--- src/rtl/crossbar_pkg.sv ---
// Shared crossbar definitions: default widths, command encoding and the
// per-slave arbiter state encoding.
package crossbar_pkg;

    localparam int DEFAULT_DATA_W = 32;

    localparam logic CMD_READ  = 1'b0;
    localparam logic CMD_WRITE = 1'b1;

    typedef enum logic {
        ARB_IDLE  = 1'b0,
        ARB_GRANT = 1'b1
    } arb_state_t;

endpackage

--- src/rtl/rr_picker.sv ---
// Combinational round-robin finder: returns the first requesting master found
// searching upward from the master after last_grant, wrapping around.
module rr_picker #(
    parameter int N_MASTERS = 2
) (
    input  logic [N_MASTERS-1:0]         req,
    input  logic [$clog2(N_MASTERS)-1:0] last_grant,
    output logic [$clog2(N_MASTERS)-1:0] winner,
    output logic                         any_req
);

    localparam int GW = $clog2(N_MASTERS);

    logic [GW-1:0] idx;

    // Walk candidates from farthest to nearest so the nearest requester
    // (lowest distance from last_grant) is the final assignment and wins.
    always_comb begin
        winner  = '0;
        idx     = '0;
        any_req = |req;
        for (int i = N_MASTERS; i >= 1; i--) begin
            idx = GW'((int'(last_grant) + i) % N_MASTERS);
            if (req[idx]) begin
                winner = idx;
            end
        end
    end

endmodule

--- src/rtl/slave_port_arbiter.sv ---
// Per-slave arbitration stage: picks one master round-robin, holds it on the
// slave interface until ack, abort or timeout, and routes the response back.
module slave_port_arbiter
    import crossbar_pkg::*;
#(
    parameter int N_MASTERS = 2,
    parameter int DATA_W    = DEFAULT_DATA_W,
    parameter int TIMEOUT   = 255
) (
    input  logic                          clk,
    input  logic                          rst,
    input  logic [N_MASTERS-1:0]          req_from_master,
    input  logic [N_MASTERS*DATA_W-1:0]   addr_from_master,
    input  logic [N_MASTERS*DATA_W-1:0]   wdata_from_master,
    input  logic [N_MASTERS-1:0]          cmd_from_master,
    input  logic                          ack_from_slave_if,
    input  logic [DATA_W-1:0]             rdata_from_slave_if,
    output logic                          req_to_slave_if,
    output logic [DATA_W-1:0]             addr_to_slave_if,
    output logic [DATA_W-1:0]             wdata_to_slave_if,
    output logic                          cmd_to_slave_if,
    output logic                          connect_approved_to_slave_if,
    output logic [N_MASTERS-1:0]          ack_to_master,
    output logic [DATA_W-1:0]             rdata_to_master,
    output logic [N_MASTERS-1:0]          err_to_master,
    output logic [$clog2(N_MASTERS)-1:0]  grant_id
);

    localparam int GW    = $clog2(N_MASTERS);
    localparam int CNT_W = (TIMEOUT > 1) ? $clog2(TIMEOUT + 1) : 1;
    localparam logic [CNT_W-1:0] CNT_MAX      = '1;
    localparam logic [CNT_W-1:0] TIMEOUT_LAST = (TIMEOUT > 0) ? CNT_W'(TIMEOUT - 1) : '0;

    arb_state_t             state;
    arb_state_t             next_state;
    logic [GW-1:0]          last_grant;
    logic [GW-1:0]          winner;
    logic                   any_req;
    logic [CNT_W-1:0]       timeout_cnt;
    logic [N_MASTERS-1:0]   err_q;
    logic                   leave_grant;
    logic                   timeout_hit;

    rr_picker #(
        .N_MASTERS (N_MASTERS)
    ) u_rr_picker (
        .req        (req_from_master),
        .last_grant (last_grant),
        .winner     (winner),
        .any_req    (any_req)
    );

    assign err_to_master = err_q;

    // State register; reset parks the arbiter in IDLE so outputs drop at once.
    always_ff @(posedge clk or posedge rst) begin
        if (rst) begin
            state <= ARB_IDLE;
        end else begin
            state <= next_state;
        end
    end

    // Next state, exit priority (ack > abort > timeout) and the slave/master muxing.
    always_comb begin
        next_state                   = state;
        leave_grant                  = 1'b0;
        timeout_hit                  = 1'b0;
        req_to_slave_if              = 1'b0;
        addr_to_slave_if             = '0;
        wdata_to_slave_if            = '0;
        cmd_to_slave_if              = CMD_READ;
        connect_approved_to_slave_if = 1'b0;
        ack_to_master                = '0;
        rdata_to_master              = '0;
        case (state)
            ARB_IDLE: begin
                if (any_req) begin
                    next_state = ARB_GRANT;
                end
            end
            ARB_GRANT: begin
                req_to_slave_if              = req_from_master[grant_id];
                addr_to_slave_if             = addr_from_master[grant_id*DATA_W +: DATA_W];
                wdata_to_slave_if            = wdata_from_master[grant_id*DATA_W +: DATA_W];
                cmd_to_slave_if              = cmd_from_master[grant_id];
                connect_approved_to_slave_if = 1'b1;
                ack_to_master[grant_id]      = ack_from_slave_if;
                rdata_to_master              = rdata_from_slave_if;
                if (ack_from_slave_if) begin
                    leave_grant = 1'b1;
                end else if (!req_from_master[grant_id]) begin
                    leave_grant = 1'b1;
                end else if ((TIMEOUT != 0) && (timeout_cnt == TIMEOUT_LAST)) begin
                    leave_grant = 1'b1;
                    timeout_hit = 1'b1;
                end
                if (leave_grant) begin
                    next_state = ARB_IDLE;
                end
            end
            default: begin
                next_state = ARB_IDLE;
            end
        endcase
    end

    // Grant bookkeeping: capture the winner, age the transaction, raise the timeout pulse.
    always_ff @(posedge clk or posedge rst) begin
        if (rst) begin
            grant_id    <= GW'(N_MASTERS - 1);
            last_grant  <= GW'(N_MASTERS - 1);
            timeout_cnt <= '0;
            err_q       <= '0;
        end else begin
            err_q <= '0;
            if (state == ARB_IDLE) begin
                if (any_req) begin
                    grant_id    <= winner;
                    timeout_cnt <= '0;
                end
            end else begin
                if (leave_grant) begin
                    last_grant <= grant_id;
                    if (timeout_hit) begin
                        err_q[grant_id] <= 1'b1;
                    end
                end else if (timeout_cnt != CNT_MAX) begin
                    timeout_cnt <= timeout_cnt + 1'b1;
                end
            end
        end
    end

endmodule

--- config.mk ---
export PLATFORM = sky130hd
export DESIGN_NAME = slave_port_arbiter
export DESIGN_NICKNAME = d
export VERILOG_FILES = /design/src/rtl/crossbar_pkg.sv /design/src/rtl/rr_picker.sv /design/src/rtl/slave_port_arbiter.sv
export SDC_FILE = /design/constraint.sdc
export NUM_CORES = 1
export LEC_CHECK = 0
export BUFFER_PORTS_ARGS = -buffer_cell sky130_fd_sc_hd__buf_2
export CORE_AREA = 2 2 106 108
export CTS_BUF_LIST = sky130_fd_sc_hd__clkbuf_16
export DETAILED_ROUTE_END_ITERATION = 10
export DIE_AREA = 0 0 108 110
export HOLD_SLACK_MARGIN = 0.15
export PLACE_DENSITY = 0.62
export SLEW_MARGIN = 20
export SYNTH_ARGS = -nofsm -noshare
export SYNTH_HDL_FRONTEND = slang
export SYNTH_SLANG_ARGS = --single-unit
export TNS_END_PERCENT = 5
--- constraint.sdc ---
create_clock -name clk -period 4.8 [get_ports clk]
set_clock_uncertainty 0.15 [all_clocks]
set_input_delay 0 -clock clk [delete_from_list [all_inputs] [get_ports clk]]
set_output_delay 0 -clock clk [all_outputs]
set_load 0.05 [all_outputs]
# ---- Yosys cells after proc, flatten, opt, wreduce, memory -nomap -nowiden
# Cells that the tools add are included.
dict set report word_totals {
  ramBits 0
  regBits 13
  mem_bits_ro 0
  latchBits 0
  mem_count 0
  out_inout_bits 104
  input_bits 167
}
dict set report op_classes {
  n_eq_ne 4
  div_mod_pow 0
  addsub 3
  shifts 2
  muxes 37
  n_bitwise 2
  n_reduce_logical 6
  order_cmp 4
  multipliers 0
}
# op count
set ops {}
lappend ops {{$shiftx A64 B7 Y32} 2}
lappend ops {{$mux W32} 3}
lappend ops {{$mux W8} 4}
lappend ops {{$mux W1} 24}
lappend ops {{$add A8 B1 Y8 const B} 1}
lappend ops {{$eq A8 B8 Y1 const B} 1}
lappend ops {{$mux W2} 4}
lappend ops {{$ne A8 B8 Y1 const B} 1}
lappend ops {{$lt A1 B2 Y1 const B} 3}
lappend ops {{$reduce_and A2 Y1} 2}
lappend ops {{$reduce_and A3 Y1} 1}
lappend ops {{$add A1 B1 Y1 const B} 2}
lappend ops {{$and A2 B2 Y2} 1}
lappend ops {{$ne A2 B1 Y1 const B} 1}
lappend ops {{$ne A2 B2 Y1 const B} 1}
lappend ops {{$pmux W1 S2} 1}
lappend ops {{$reduce_bool A2 Y1} 1}
lappend ops {{$reduce_or A2 Y1} 1}
lappend ops {{$demux W1 S1} 1}
lappend ops {{$ge A1 B1 Y1 const B} 1}
lappend ops {{$logic_and A1 B1 Y1} 1}
lappend ops {{$not A1 Y1} 1}

# ---- Longest topological paths before layout
dict set report logic_depth {
  ltp_word 8
  ltp_mapped 6
}

# ---- By module
# From an unflattened synthesis, not the netlist that was laid out.
dict set report hier_totals {
  cells_unflattened 267
  area_unflattened_um2 2128.3
}
# module cells_per_inst seq_area_each_um2 area_per_inst_um2 instances
set by_module_without_submodules {}
lappend by_module_without_submodules {slave_port_arbiter 265 327.8 2114.5 1}
lappend by_module_without_submodules {rr_picker 2 0.0 13.8 1}

# ---- Worst setup path before layout
# OpenSTA, ideal clock, no wires.
dict set report synth_timing {
  kind {register to output}
  startpoint {reg state}
  endpoint {out addr_to_slave_if[22]}
  arrival_time_ps 1988
  required_time_ps 4650
  slack_ps 2662
  n_path_buf 3
  path_stages_with_launch 6
  cell_sequence {dfrtp_1 -> clkbuf_2 -> inv_2 -> buf_2 -> buf_1 -> nor2_1}
}
dict set report synth_between {
  elab_chain_cells 1
}
# element line_no
set synth_rtl {}
lappend synth_rtl {{from (decl)} slave_port_arbiter.sv:34} ;# arb_state_t state;
lappend synth_rtl {{from (signal assigned)} slave_port_arbiter.sv:60} ;# state <= next_state;
lappend synth_rtl {{$mux W32} slave_port_arbiter.sv:76} ;# case (state)
lappend synth_rtl {{to (decl)} slave_port_arbiter.sv:19} ;# output logic [DATA_W-1:0] addr_to_slave_if,
# Every way passes these cells.

# ---- Final worst setup path
dict set report layout_timing {
  startpoint {reg state}
  endpoint {reg timeout_cnt[7]}
}
dict set report layout_between {
  elab_chain_cells 3
  word_cells_on_any_way 6
  cone_classes {eq/ne: 2; mux: 2; reduce/logical: 2}
}
# element line_no
set layout_rtl {}
lappend layout_rtl {{$mux W1} slave_port_arbiter.sv:76}
lappend layout_rtl {{$ne A2 B2 Y1 (no source line)} --}
lappend layout_rtl {{$reduce_and A3 Y1 (no source line)} --}
lappend layout_rtl {{to (signal assigned)} slave_port_arbiter.sv:129} ;# timeout_cnt <= timeout_cnt + 1'b1;
lappend layout_rtl {{to (decl)} slave_port_arbiter.sv:39} ;# logic [CNT_W-1:0] timeout_cnt;
# Parallel ways exist; a longest one is shown, timed or not.
# A chain may end at the register's enable or synchronous reset.

==> qor.yml <==
sta:
  max_freq_mhz: 335.4
  tightest_slew_ps: 948.9
  rsz0062_at_grt: "no"
  hold_viol: 0
  finalCritPeriodShare: 0.6212
  layout_min_cycle_time_ps: 2982
  setup_viol: 0
  finalMaxSlewViolations: 0
  final.setup.tns_ps: 0
  slew_headroom: 0.3667
die:
  start_util: 0.1782
  die_area_mm2: 0.01188
  coreArea_mm2: 0.01070
  die_w_um: 108
  fp.dieH_um: 110
  rows: 38
  io_pins: 271
layout:
  syn_to_final_growth_pct: 83.40
  fill_cells: 1153
  fin_util: 0.3269
  drive_above_1_share: 0.5434
  final_cells: 659
  final_common_cell: "buf_2"
  nNetsFinal: 689
  multi_input_area_mm2: 0.001471
  layout_common_cells: "buf_2 (270), nor2_1 (74), mux2i_1 (66), and2_1 (32), dfrtp_1 (10)"
  register_area_um2: 332.8
  diodes: 0
yosys:
  synth_fa_ha_area_frac: 0.01312
  syn_inst: 258
  synthSimpleGateAreaFrac: 0.3189
  synthMuxAreaShare: 0.3524
  ys_types: 39
  ys_ff_latch: 13
  synth_area_per_cell_um2: 7.391
  synth_nets: 427
  yosys.area_share.xor_xnor: 0.004593
  synth_top_family_by_area: "multiplexers"
  synth_seq_area_share: 0.1719
  synth_compound_area_frac: 0.08268
  yosysWarnings: 0
  synthesis.area_mm2: 0.001907
grt:
  overflow: 0
  grt_use_met3: 0.02939
  grt_pass1_vias: 2514
  grt_antenna_before_repair: 0
  grt_max_degree: 74
  grt_pass1_wl_um: 12390
  grt-busiest-layer: "met2"
  grt_use_met2: 0.2538
  grtUsageTotal: 0.1323
  grtUsageMet1: 0.1477
clock_network:
  cts_buffer_depth: 2
  clk_pin_slew_ps: 50
  clkSinkCount: 13
  clock_latency_ps: 250
  cts_root_buffer: "clkbuf_16"
  cts_tree: "built"
  cts_resized: 0
  cts_inserted_buffers: 3
  htree_levels: 1
placed_design:
  dp_hpwl_um: 7458
  port_buffers: 270
  placedCellCount: 649
  place.gp.congestion: 0.9558
worst_setup_path:
  slowest_delay_ps: 910
  crit_buf_inv: 1
  critPathTopFamily: "buffers and inverters"
  required_ps: 4820
  slowest_stage: "clkinv_2"
  crit_path_cell_trace: "clkinv_2, nor4_1, nor2_1, a31oi_1"
  end_kind: "register"
  crit_type: "reg2reg"
  crit_fanout: 73
  worstPathArrival_ps: 3000
  crit_path_start_kind: "register"
routing:
  ant_nets: 0
  drt-total-wl_um: 9074
  drt_iter0_markers: 187
  drt-wirelength-per-cell_um: 13.77
  drtPass1Iterations: 4
  vias_per_cell: 4.373
  drc: 0
  num_vias: 2882
power:
  max-vdd-ir-drop_mv: 0.4733
  p_total_mw: 2.635
  p_leak_nw: 2.107
  power_density_mw_per_mm2: 753.6
worst_hold_path:
  hp-class: "in2async"
run:
  cap_violations: 0
outcome:
  outcome: "finished, final reports clean"
-- state kept, by name, summed over array words and instances (netlist names) --
register       flops
state              1
timeout_cnt        8
err_to_master      2
grant_id           1
last_grant         1
-- area by class of cell --
type	count	area share
Clock buffer	3	0.02147
Sequential cell	13	0.09517
Inverter	5	0.005725
Timing Repair Buffer	277	0.4057
Multi-Input combinational cell	220	0.4208
Clock inverter	1	0.001073
Tap cell	140	0.05009
-- cell usage after synthesis --
library cell	n	area share
nor2_1	74	0.15
mux2i_1	66	0.35
and2_1	32	0.10
dfrtp_1	11	0.14
nand2_1	8	0.016
buf_2	7	0.018
buf_1	6	0.012
clkbuf_1	5	0.0098
o211ai_1	5	0.020
inv_1	4	0.0079
nand3_1	4	0.010
a21oi_1	3	0.0079
a31oi_1	2	0.0066
and3_1	2	0.0066
dfstp_2	2	0.028
ha_1	2	0.013
o21ai_0	2	0.0052
o2bb2ai_1	2	0.0092
a2bb2oi_1	1	0.0046
a32o_1	1	0.0052
and4_1	1	0.0046
buf_4	1	0.0039
clkbuf_2	1	0.0026
inv_2	1	0.0020
mux2_1	1	0.0059
nand4_1	1	0.0033
nand4_2	1	0.0066
nor3_1	1	0.0026
nor3_2	1	0.0052
nor4_1	1	0.0033
o21ai_1	1	0.0026
o21ai_2	1	0.0046
o22a_1	1	0.0046
o22ai_1	1	0.0033
o311ai_1	1	0.0046
o31a_1	1	0.0046
or3_4	1	0.0059
or4_1	1	0.0039
xnor2_1	1	0.0046
-- where the power goes --
part	total [mW]	internal [mW]	switching, mW
sequential	0.304	0.150	0.154
combinational	2.17	0.567	1.60
clock	0.161	0.110	0.0506
-- metrics by stage --
stage / hold slack (ps) / worst slack (ps) / instance area [um2]
global placement: -105.0 / 1933 / 3356
CTS: 209.8 / 1739 / 3495
finish: 180.0 / 1818 / 3497
global route: 243.9 / 1520 / 3497
detailed placement: -96.98 / 1749 / 3356
floorplan: -274.5 / 2662 / 1907
-- per-layer routing --
| layer | up-vias | part of all wire |
|---|---|---|
| met5 | - | 0 |
| met4 | 0 | 0.012 |
| met3 | 9 | 0.096 |
| met2 | 134 | 0.52 |
| met1 | 1339 | 0.37 |
| li1 | 1400 | - |
-- tightest hold or removal path, cell delays in order --
cell and delay, ps:
dlygate4sd3_1 530, buf_2 120, inv_1 380
-- kinds of logic (layout without fill, tap and decap cells) --
| family | Yosys count | after routing |
|---|---|---|
| AND/OR/NAND/NOR | 128 | 128 |
| multiplexers | 67 | 67 |
| buffers and inverters | 25 | 286 |
| AO/OA/AOI/OAI | 22 | 22 |
| flip-flops | 13 | 13 |
| adder cells (fa/ha/maj) | 2 | 2 |
| XOR/XNOR | 1 | 1 |
-- timing repair --
item	4_1_cts	5_1_grt
hold endpoints to repair	23	0
buffers inserted	0	0
hold buffers	6	0
-- worst paths after layout --
path                                         startpoint                  end  slack [ps]  cells after the start
worst max-delay path                              state       timeout_cnt[7]        1820                      4
worst min-delay path                                rst     err_to_master[1]         180                      3
worst max register to register                    state       timeout_cnt[7]        1820                      4
worst min register to register           timeout_cnt[7]       timeout_cnt[7]         380                      1
max in group asynchronous                           rst                state        3950                      3
min in group clk                rdata_from_slave_if[21]  rdata_to_master[21]         280                      3
Power figures use the tool's default switching activity.
